===== config.mk =====
export PLATFORM = sky130hd
export DESIGN_NAME = rtc_time_counter_flat
export DESIGN_NICKNAME = d
export VERILOG_FILES = /design/src/rtl/rtc_time_counter_if.sv /design/src/rtl/rtc_time_counter.sv /design/src/flat_wrapper.sv
export SDC_FILE = /design/constraint.sdc
export NUM_CORES = 1
export LEC_CHECK = 0
export ABC_AREA = 1
export CORE_MARGIN = 2
export CORE_UTILIZATION = 62
export DETAILED_ROUTE_END_ITERATION = 8
export PLACE_DENSITY_LB_ADDON = 0.25
export SYNTH_ARGS = -nofsm -noshare
export SYNTH_HDL_FRONTEND = slang
export SYNTH_SLANG_ARGS = --single-unit

===== constraint.sdc =====
create_clock -name clk -period 2.59 [get_ports clk]
set_clock_uncertainty 0.1 [all_clocks]
set_input_delay 0.6475 -clock clk [delete_from_list [all_inputs] [get_ports clk]]
set_output_delay 0.6475 -clock clk [all_outputs]
set_load 0.03 [all_outputs]

===== src/rtl/rtc_time_counter_if.sv =====
// Purpose : groups the load request, run control and running-time outputs of the RTC counter.
// Latency : n/a (signal bundle only).
// Backpressure: none; master drives load/run_enable, slave drives time and pulse outputs.
//
// Ports (slave view):
//   load, load_time[23:0], run_enable           -> into the counter
//   current_time[23:0], sec_tick, midnight,
//   load_err, blink_phase                       <- out of the counter
interface rtc_time_counter_if;
    logic        load;
    logic [23:0] load_time;
    logic        run_enable;
    logic [23:0] current_time;
    logic        sec_tick;
    logic        midnight;
    logic        load_err;
    logic        blink_phase;

    modport master (
        output load, load_time, run_enable,
        input  current_time, sec_tick, midnight, load_err, blink_phase
    );

    modport slave (
        input  load, load_time, run_enable,
        output current_time, sec_tick, midnight, load_err, blink_phase
    );
endinterface


===== src/rtl/rtc_time_counter.sv =====
// Purpose : BCD time-of-day counter (HH:MM:SS, 24 h) with load, pause and blink phase.
// Latency : load visible 1 cycle after the sampling edge; sec_tick every TICKS_PER_SEC cycles.
// Backpressure: none; all outputs are registered single-cycle pulses or levels.
//
// Ports:
//   clk          board clock (single domain)
//   rst_n        asynchronous active-low reset
//   bus.load / bus.load_time    level load request and BCD time to load
//   bus.run_enable              1 = advance, 0 = freeze time and prescaler
//   bus.current_time            running BCD time
//   bus.sec_tick / bus.midnight one-cycle pulses on advance / 23:59:59 wrap
//   bus.load_err                one-cycle pulse on rising load with invalid BCD
//   bus.blink_phase             free-running square wave for digit flashing
module rtc_time_counter #(
    parameter int TICKS_PER_SEC  = 50_000_000,
    parameter int TICKS_PER_HALF = 25_000_000
) (
    input  logic               clk,
    input  logic               rst_n,
    rtc_time_counter_if.slave  bus
);

    localparam int PW = (TICKS_PER_SEC  > 1) ? $clog2(TICKS_PER_SEC)  : 1;
    localparam int HW = (TICKS_PER_HALF > 1) ? $clog2(TICKS_PER_HALF) : 1;
    localparam logic [PW-1:0] PRESC_LAST = PW'(TICKS_PER_SEC - 1);
    localparam logic [HW-1:0] HALF_LAST  = HW'(TICKS_PER_HALF - 1);

    logic [23:0]   time_q,  time_d;
    logic [PW-1:0] presc_q, presc_d;
    logic [HW-1:0] half_q,  half_d;
    logic          blink_q, blink_d;
    logic          tick_q,  tick_d;
    logic          mid_q,   mid_d;
    logic          err_q,   err_d;
    logic          load_prev_q;
    logic          load_ok;

    // Advance a valid BCD time by one second with full carry and 24 h wrap.
    function automatic logic [23:0] bcd_inc(input logic [23:0] t);
        logic [3:0] hl, hr, ml, mr, sl, sr;
        {hl, hr, ml, mr, sl, sr} = t;
        if (sr != 4'd9) begin
            sr = sr + 4'd1;
        end else begin
            sr = 4'd0;
            if (sl != 4'd5) begin
                sl = sl + 4'd1;
            end else begin
                sl = 4'd0;
                if (mr != 4'd9) begin
                    mr = mr + 4'd1;
                end else begin
                    mr = 4'd0;
                    if (ml != 4'd5) begin
                        ml = ml + 4'd1;
                    end else begin
                        ml = 4'd0;
                        if (hl == 4'd2 && hr == 4'd3) begin
                            hl = 4'd0;
                            hr = 4'd0;
                        end else if (hr == 4'd9) begin
                            hr = 4'd0;
                            hl = hl + 4'd1;
                        end else begin
                            hr = hr + 4'd1;
                        end
                    end
                end
            end
        end
        return {hl, hr, ml, mr, sl, sr};
    endfunction

    // BCD range check: digits <= 9, tens of min/sec <= 5, hours <= 23.
    always_comb begin
        load_ok = (bus.load_time[23:20] <= 4'd2) &&
                  (bus.load_time[19:16] <= 4'd9) &&
                  (bus.load_time[15:12] <= 4'd5) &&
                  (bus.load_time[11:8]  <= 4'd9) &&
                  (bus.load_time[7:4]   <= 4'd5) &&
                  (bus.load_time[3:0]   <= 4'd9) &&
                  !((bus.load_time[23:20] == 4'd2) && (bus.load_time[19:16] > 4'd3));
    end

    always_comb begin
        time_d  = time_q;
        presc_d = presc_q;
        tick_d  = 1'b0;
        mid_d   = 1'b0;
        err_d   = 1'b0;
        half_d  = half_q;
        blink_d = blink_q;

        // Any load level blocks counting; an invalid one just freezes state.
        if (bus.load) begin
            if (load_ok) begin
                time_d  = bus.load_time;
                presc_d = '0;
            end else if (!load_prev_q) begin
                err_d = 1'b1;
            end
        end else if (bus.run_enable) begin
            if (presc_q == PRESC_LAST) begin
                presc_d = '0;
                time_d  = bcd_inc(time_q);
                tick_d  = 1'b1;
                mid_d   = (time_q == 24'h235959);
            end else begin
                presc_d = presc_q + PW'(1);
            end
        end

        // Blink runs regardless of load and run_enable.
        if (half_q == HALF_LAST) begin
            half_d  = '0;
            blink_d = ~blink_q;
        end else begin
            half_d = half_q + HW'(1);
        end
    end

    always_ff @(posedge clk or negedge rst_n) begin
        if (!rst_n) begin
            time_q      <= 24'h000000;
            presc_q     <= '0;
            half_q      <= '0;
            blink_q     <= 1'b0;
            tick_q      <= 1'b0;
            mid_q       <= 1'b0;
            err_q       <= 1'b0;
            load_prev_q <= 1'b0;
        end else begin
            time_q      <= time_d;
            presc_q     <= presc_d;
            half_q      <= half_d;
            blink_q     <= blink_d;
            tick_q      <= tick_d;
            mid_q       <= mid_d;
            err_q       <= err_d;
            load_prev_q <= bus.load;
        end
    end

    assign bus.current_time = time_q;
    assign bus.sec_tick     = tick_q;
    assign bus.midnight     = mid_q;
    assign bus.load_err     = err_q;
    assign bus.blink_phase  = blink_q;

endmodule


===== src/flat_wrapper.sv =====
// flat-port wrapper written by rule: the top's interface ports become plain ports
module rtc_time_counter_flat 
#(
    parameter int TICKS_PER_SEC  = 50_000_000,
    parameter int TICKS_PER_HALF = 25_000_000
)
  (clk, rst_n, bus_load, bus_load_time, bus_run_enable, bus_current_time, bus_sec_tick, bus_midnight, bus_load_err, bus_blink_phase);
  rtc_time_counter_if bus_i ();
  input  logic clk;
  input  logic rst_n;
  input wire logic [$bits(bus_i.load)-1:0] bus_load;
  input wire logic [$bits(bus_i.load_time)-1:0] bus_load_time;
  input wire logic [$bits(bus_i.run_enable)-1:0] bus_run_enable;
  output wire logic [$bits(bus_i.current_time)-1:0] bus_current_time;
  output wire logic [$bits(bus_i.sec_tick)-1:0] bus_sec_tick;
  output wire logic [$bits(bus_i.midnight)-1:0] bus_midnight;
  output wire logic [$bits(bus_i.load_err)-1:0] bus_load_err;
  output wire logic [$bits(bus_i.blink_phase)-1:0] bus_blink_phase;
  assign bus_i.load = bus_load;
  assign bus_i.load_time = bus_load_time;
  assign bus_i.run_enable = bus_run_enable;
  assign bus_current_time = bus_i.current_time;
  assign bus_sec_tick = bus_i.sec_tick;
  assign bus_midnight = bus_i.midnight;
  assign bus_load_err = bus_i.load_err;
  assign bus_blink_phase = bus_i.blink_phase;
  rtc_time_counter #(.TICKS_PER_SEC(TICKS_PER_SEC), .TICKS_PER_HALF(TICKS_PER_HALF)) u_core (.clk(clk), .rst_n(rst_n), .bus(bus_i));
endmodule

; Word level (Yosys, flattened, before mapping)
; Index checks and enable logic that the tools add are counted.
[op_classes]
n_addsub = 8
order_cmp = 7
n_eq_ne = 16
muxes = 40
bitwise = 1
reduce_logical = 19
[ops]
columns = operator, n
row1 = 26-bit 2-to-1 mux, 4
row2 = 24-bit 2-to-1 mux, 4
row3 = 4-bit 2-to-1 mux, 22
row4 = 26-bit by 1-bit adder with 26-bit output (second input constant), 1
row5 = 26-bit equality test (second input constant), 1
row6 = 25-bit by 1-bit adder with 25-bit output (second input constant), 1
row7 = 25-bit equality test (second input constant), 1
row8 = 25-bit 2-to-1 mux, 1
row9 = 4-bit by 1-bit adder with 4-bit output (second input constant), 6
row10 = 24-bit by 22-bit equality test with 1-bit output (second input constant), 1
row11 = 4-bit by 2-bit equality test with 1-bit output (second input constant), 3
row12 = 4-bit <= comparator (second input constant), 3
row13 = 1-bit 2-to-1 mux, 9
row14 = 4-bit by 3-bit <= comparator with 1-bit output (second input constant), 2
row15 = 1-bit logical AND, 8
row16 = 2-bit != test (second input constant), 4
row17 = 4-bit by 3-bit != test with 1-bit output (second input constant), 2
row18 = 4-bit != test (second input constant), 2
row19 = 8-bit AND reduction, 1
row20 = 7-bit AND reduction, 1
row21 = 6-bit AND reduction, 1
row22 = 5-bit AND reduction, 1
row23 = 4-bit equality test (second input constant), 1
row24 = 4-bit by 2-bit greater-than comparator with 1-bit output (second input constant), 1
row25 = other kinds (9), 10
[totals]
reg_bits = 80
input_bits = 28
output_inout_bits = 28
word_cells = 104

; Logic depth before layout (Yosys ltp)
[logic_depth]
ltp_word = 10
mapped_depth = 13
mapped_depth_nobuf = 12

; Worst setup path after synthesis
; OpenSTA, ideal clock, no wires.
[synth_timing]
path_kind = input -> register
start = input port bus_load_time[15]
end = register u_core.presc_q[2]
setup_time_ps = 119
arrival_time_ps = 1588
required_time_ps = 2371
slack_ps = 783
path_stages = 9
path_buffers = 1
cell_sequence = nor2_1 > nand2_1 > nor2_1 > nand2_1 > o21ai_1 > nand2_1 > buf_2 > a21oi_1 > nor2_1
[synth_via]
elab_chain_len = 8
[synth_rtl]
columns = element, line_no
row1 = from (decl), flat_wrapper.sv:12  ; input wire logic [$bits(bus_i.load_time)-1:0] bus_load_time;
row2 = 4-bit by 3-bit <= comparator with 1-bit output, rtc_time_counter.sv:78  ; (bus.load_time[15:12] <= 4'd5) &&
row3 = 1-bit logical AND, rtc_time_counter.sv:77  ; (bus.load_time[19:16] <= 4'd9) &&
row4 = 1-bit logical AND, rtc_time_counter.sv:78
row5 = 1-bit logical AND, rtc_time_counter.sv:79  ; (bus.load_time[11:8] <= 4'd9) &&
row6 = 1-bit logical AND, rtc_time_counter.sv:80  ; (bus.load_time[7:4] <= 4'd5) &&
row7 = 1-bit logical AND, rtc_time_counter.sv:81  ; (bus.load_time[3:0] <= 4'd9) &&
row8 = 2-bit by 1-bit != test with 1-bit output (no source line), n/a
row9 = 2-bit AND reduction (no source line), n/a
row10 = to (signal assigned), rtc_time_counter.sv:134  ; presc_q <= presc_d;
row11 = to (decl), rtc_time_counter.sv:29  ; logic [PW-1:0] presc_q, presc_d;
; No other way between the ends.
; A chain may end at the register's enable or synchronous reset.

; Final worst setup path
[layout_timing]
start = register u_core.time_q[11], in the netlist u_core.bus.current_time[11]
end = output port bus_current_time[11]
[layout_rtl]
columns = element, line_no
row1 = from (decl), rtc_time_counter.sv:28  ; logic [23:0] time_q, time_d;
row2 = from (signal assigned), rtc_time_counter.sv:133  ; time_q <= time_d;
row3 = to (decl), flat_wrapper.sv:14  ; output wire logic [$bits(bus_i.current_time)-1:0] bus_current_time;
; No word-level cell between the ends.

==> metrics.md <==
| Metric | Value |
|---|---|
| Status | finished clean |
| Post-synth top area share | 39.14% |
| WL met1 | 5.651 mm |
| Fin crit period | 2331 ps |
| Setup violations, final | 0 |
| Worst EP required | 1840 ps |
| First-pass GRT wire length | 21.74 mm |
| Area growth syn-to-layout | 17.88% |
| Worst path bufs/invs | 1 |
| Ys flop type | dfrtp_1 |
| Max FO, Critical Path | 6 |
| PortBufs | 55 |
| Final worst slack | 259.2 ps |
| CP max-delay cell | clkdlybuf4s50_1 |
| Share of cells above drive strength 1 | 6.452% |
| Height of the die | 94.83 um |
| Worst R2R Path Depth | 12 |
| Sink Count | 80 |
| Largest net degree at the start of global routing | 44 |
| Worst-margin pin slew | 615.0 ps |
| Most common cell after layout, fill and taps aside | nand2_1 |
| Crit Reg-Reg Endpoint | u_core.bus.current_time[12]$_DFFE_PN0P_ |
| Yosys reg bits | 80 |
| CP endpoint kind | primary output |
| Fmax | 0.4290 GHz |
| Area of the mapped netlist | 5115 um2 |
| Clk_lat worst skew | 360 ps |
| Rel. slew slack | 58.82% |
| Final hold vios | 0 |
| Drt via density | 5.670 |
| Gr ovfl total | 0 |
| Cell Count Post-Placement | 895 |
| Drt total wl | 13.07 mm |
| Hold_buf cts | 0 |
| Leakage | 2.783 nW |
| Most frequent cells in the layout | nand2_1, nor2_1, dfrtp_1, inv_1, nand3_1 |
| Via count | 5165 |
| Placer Congestion | 0.9326 |
| H-tree depth | 3 |
| Drt drc | 0 |
| Clock slew at reported path FFs | 80 ps |
| Post-Syn Instances | 740 |
| Seq/Total Area, Yosys | 39.14% |
| Cells along the critical path | clkdlybuf4s50_1 |
| Die width | 94.83 um |
| Io pins | 56 |
| Initial antenna violation count | 0 |
| Vias in the first global route | 4732 |
| RSZ-0062 raised after global routing | false |
| Num CTS Buffers | 9 |
| Drt pass-1 iters | 7 |
| Syn nets | 774 |
| Core Region | 8093 um2 |
| Number of cells on the critical path | 1 |
| Clock tree buffer depth | 2 |
| Pre-CTS setup slack | 43.35 ps |
| Top post-synthesis cells by area | dfrtp_1, nand2_1, nor2_1 |
| Top layer used by detailed routing | met4 |
| Cell variety after synth | 36 |
| Worst Setup EP | bus_current_time[11] |
| Fillers | 654 |
| Max cap viols | 0 |
| Dpl hpwl | 9.752 mm |
| Post-DR wirelength/cell | 14.34 um |
| Worst vdd ir | 0.3395 mV |
| Power per Cell Area | 540.0 nW/um2 |
| R2R Setup Slk | 340 ps |
| Asr flop ratio synth | 100.0% |
| Setup TNS | 0 ps |
| R2R Path Start | u_core.presc_q[0]$_DFFE_PN0N_ |
| Diode count | 0 |
| Non-filler cells in the finished layout | 911 |
| Mapped Avg Cell Area | 6.912 um2 |
| Synth warnings | 0 |
| Worst Setup SP | u_core.bus.current_time[11]$_DFFE_PN0P_ |
| CP startpoint kind | flip-flop |
| Initial DRC Count | 434 |
| Post-cts sizing count | 0 |
| Die area | 8993 um2 |
| Met3 WL post-DR | 1.069 mm |
| Post-synth top area cell | dfrtp_1 |
| WL met2 | 6.173 mm |
| Row count | 33 |
| TritonCTS clock tree | done |
| Max-slew violation count | 0 |
| DRT antenna net count | 0 |
| Worst path top cell family by delay | buffers and inverters |
| GRT Util Overall | 30.70% |
| Post-layout net count | 835 |
| Setup Buffers After CTS | 0 |
| Clk root buf | clkbuf_8 |
| Worst hold-check path type | input port to asynchronous set/reset pin |
| Worst path max stage delay | 720 ps |
| Final Core Density | 74.51% |
| EDFF count, synth | 0 |
| Arr. time, crit path | 1580 ps |
| Crit share post-route | 89.99% |
| Initial Util | 63.20% |
| WS Path Type | flip-flop to primary output |
registers in the layout, indices dropped and copies added, names as in the netlist:
signal                   cells
u_core.presc_q              26
u_core.half_q               25
u_core.bus.current_time     24
u_core.bus.blink_phase       1
u_core.bus.load_err          1
u_core.bus.midnight          1
u_core.bus.sec_tick          1
u_core.load_prev_q           1
power by group:
group | internal (mW) | switching (mW) | total (mW)
combinational | 0.313 | 0.462 | 0.774
sequential | 1.34 | 0.146 | 1.48
clock | 0.507 | 0.490 | 0.997
per-layer routing:
metal | vias to the layer above | GRT usage (%)
li1 | 2500 | -
met1 | 2406 | 42.16
met2 | 238 | 50.12
met3 | 21 | 5.267
met4 | 0 | 8.575
met5 | - | 0
worst register-to-register path: stages, from the launching register on:
cell	delay, ps
dfrtp_1	430
ha_1	310
inv_2	100
nor2_4	200
nand2_2	80
nor2_2	110
nand2_2	110
nand2_2	140
nand3_2	100
inv_2	190
nand2_1	150
nand2_1	80
nand2_1	50
layout make-up:
cell class | instances | area (um2) | area share, %
clock buffer | 11 | 151.4 | 2.511
clock inverter | 5 | 63.81 | 1.058
inverter | 75 | 289.0 | 4.794
multi-input combinational | 569 | 2736 | 45.38
sequential | 80 | 2002 | 33.20
tap | 105 | 131.4 | 2.179
timing repair buffer | 66 | 655.6 | 10.87
cell families after synthesis:
logic type	after synthesis	share of synthesized area, %
and+or+nand+nor	464	39.46
AOI/OAI and AO/OA	64	6.580
xor gates and xnor gates	35	5.993
adders and majority gates	6	1.468
buffers and inverters	91	7.363
DFF	80	39.14
worst min-delay path by stage:
stage,to
after global routing,u_core.presc_q[16]$_DFFE_PN0N_
after CTS,u_core.presc_q[11]$_DFFE_PN0N_
final,u_core.presc_q[24]$_DFFE_PN0N_
after floorplan,u_core.bus.blink_phase$_DFFE_PN0N_
after detailed placement,u_core.bus.load_err$_DFF_PN0_
after global placement,u_core.bus.load_err$_DFF_PN0_
Yosys cell counts (all sizes together), types with 3 or more instances:
master	number
o22ai	3
buf	10
nor2	120
dfrtp	80
inv	75
clkbuf	6
nand3	67
a21oi	12
ha	6
o21ai	44
nand2	227
nor3	18
xor2	26
xnor2	9
nand4	24
through the flow:
stage	hold WS, ps	cell area, um2	total power, mW
after global routing	209.0	6030	3.412
final	174.4	6030	3.256
after CTS	186.5	6030	3.260
after detailed placement	297.9	5814	2.271
after global placement	299.7	5814	2.245
after floorplan	251.9	5115	1.915
Power figures use the tool's default switching activity.
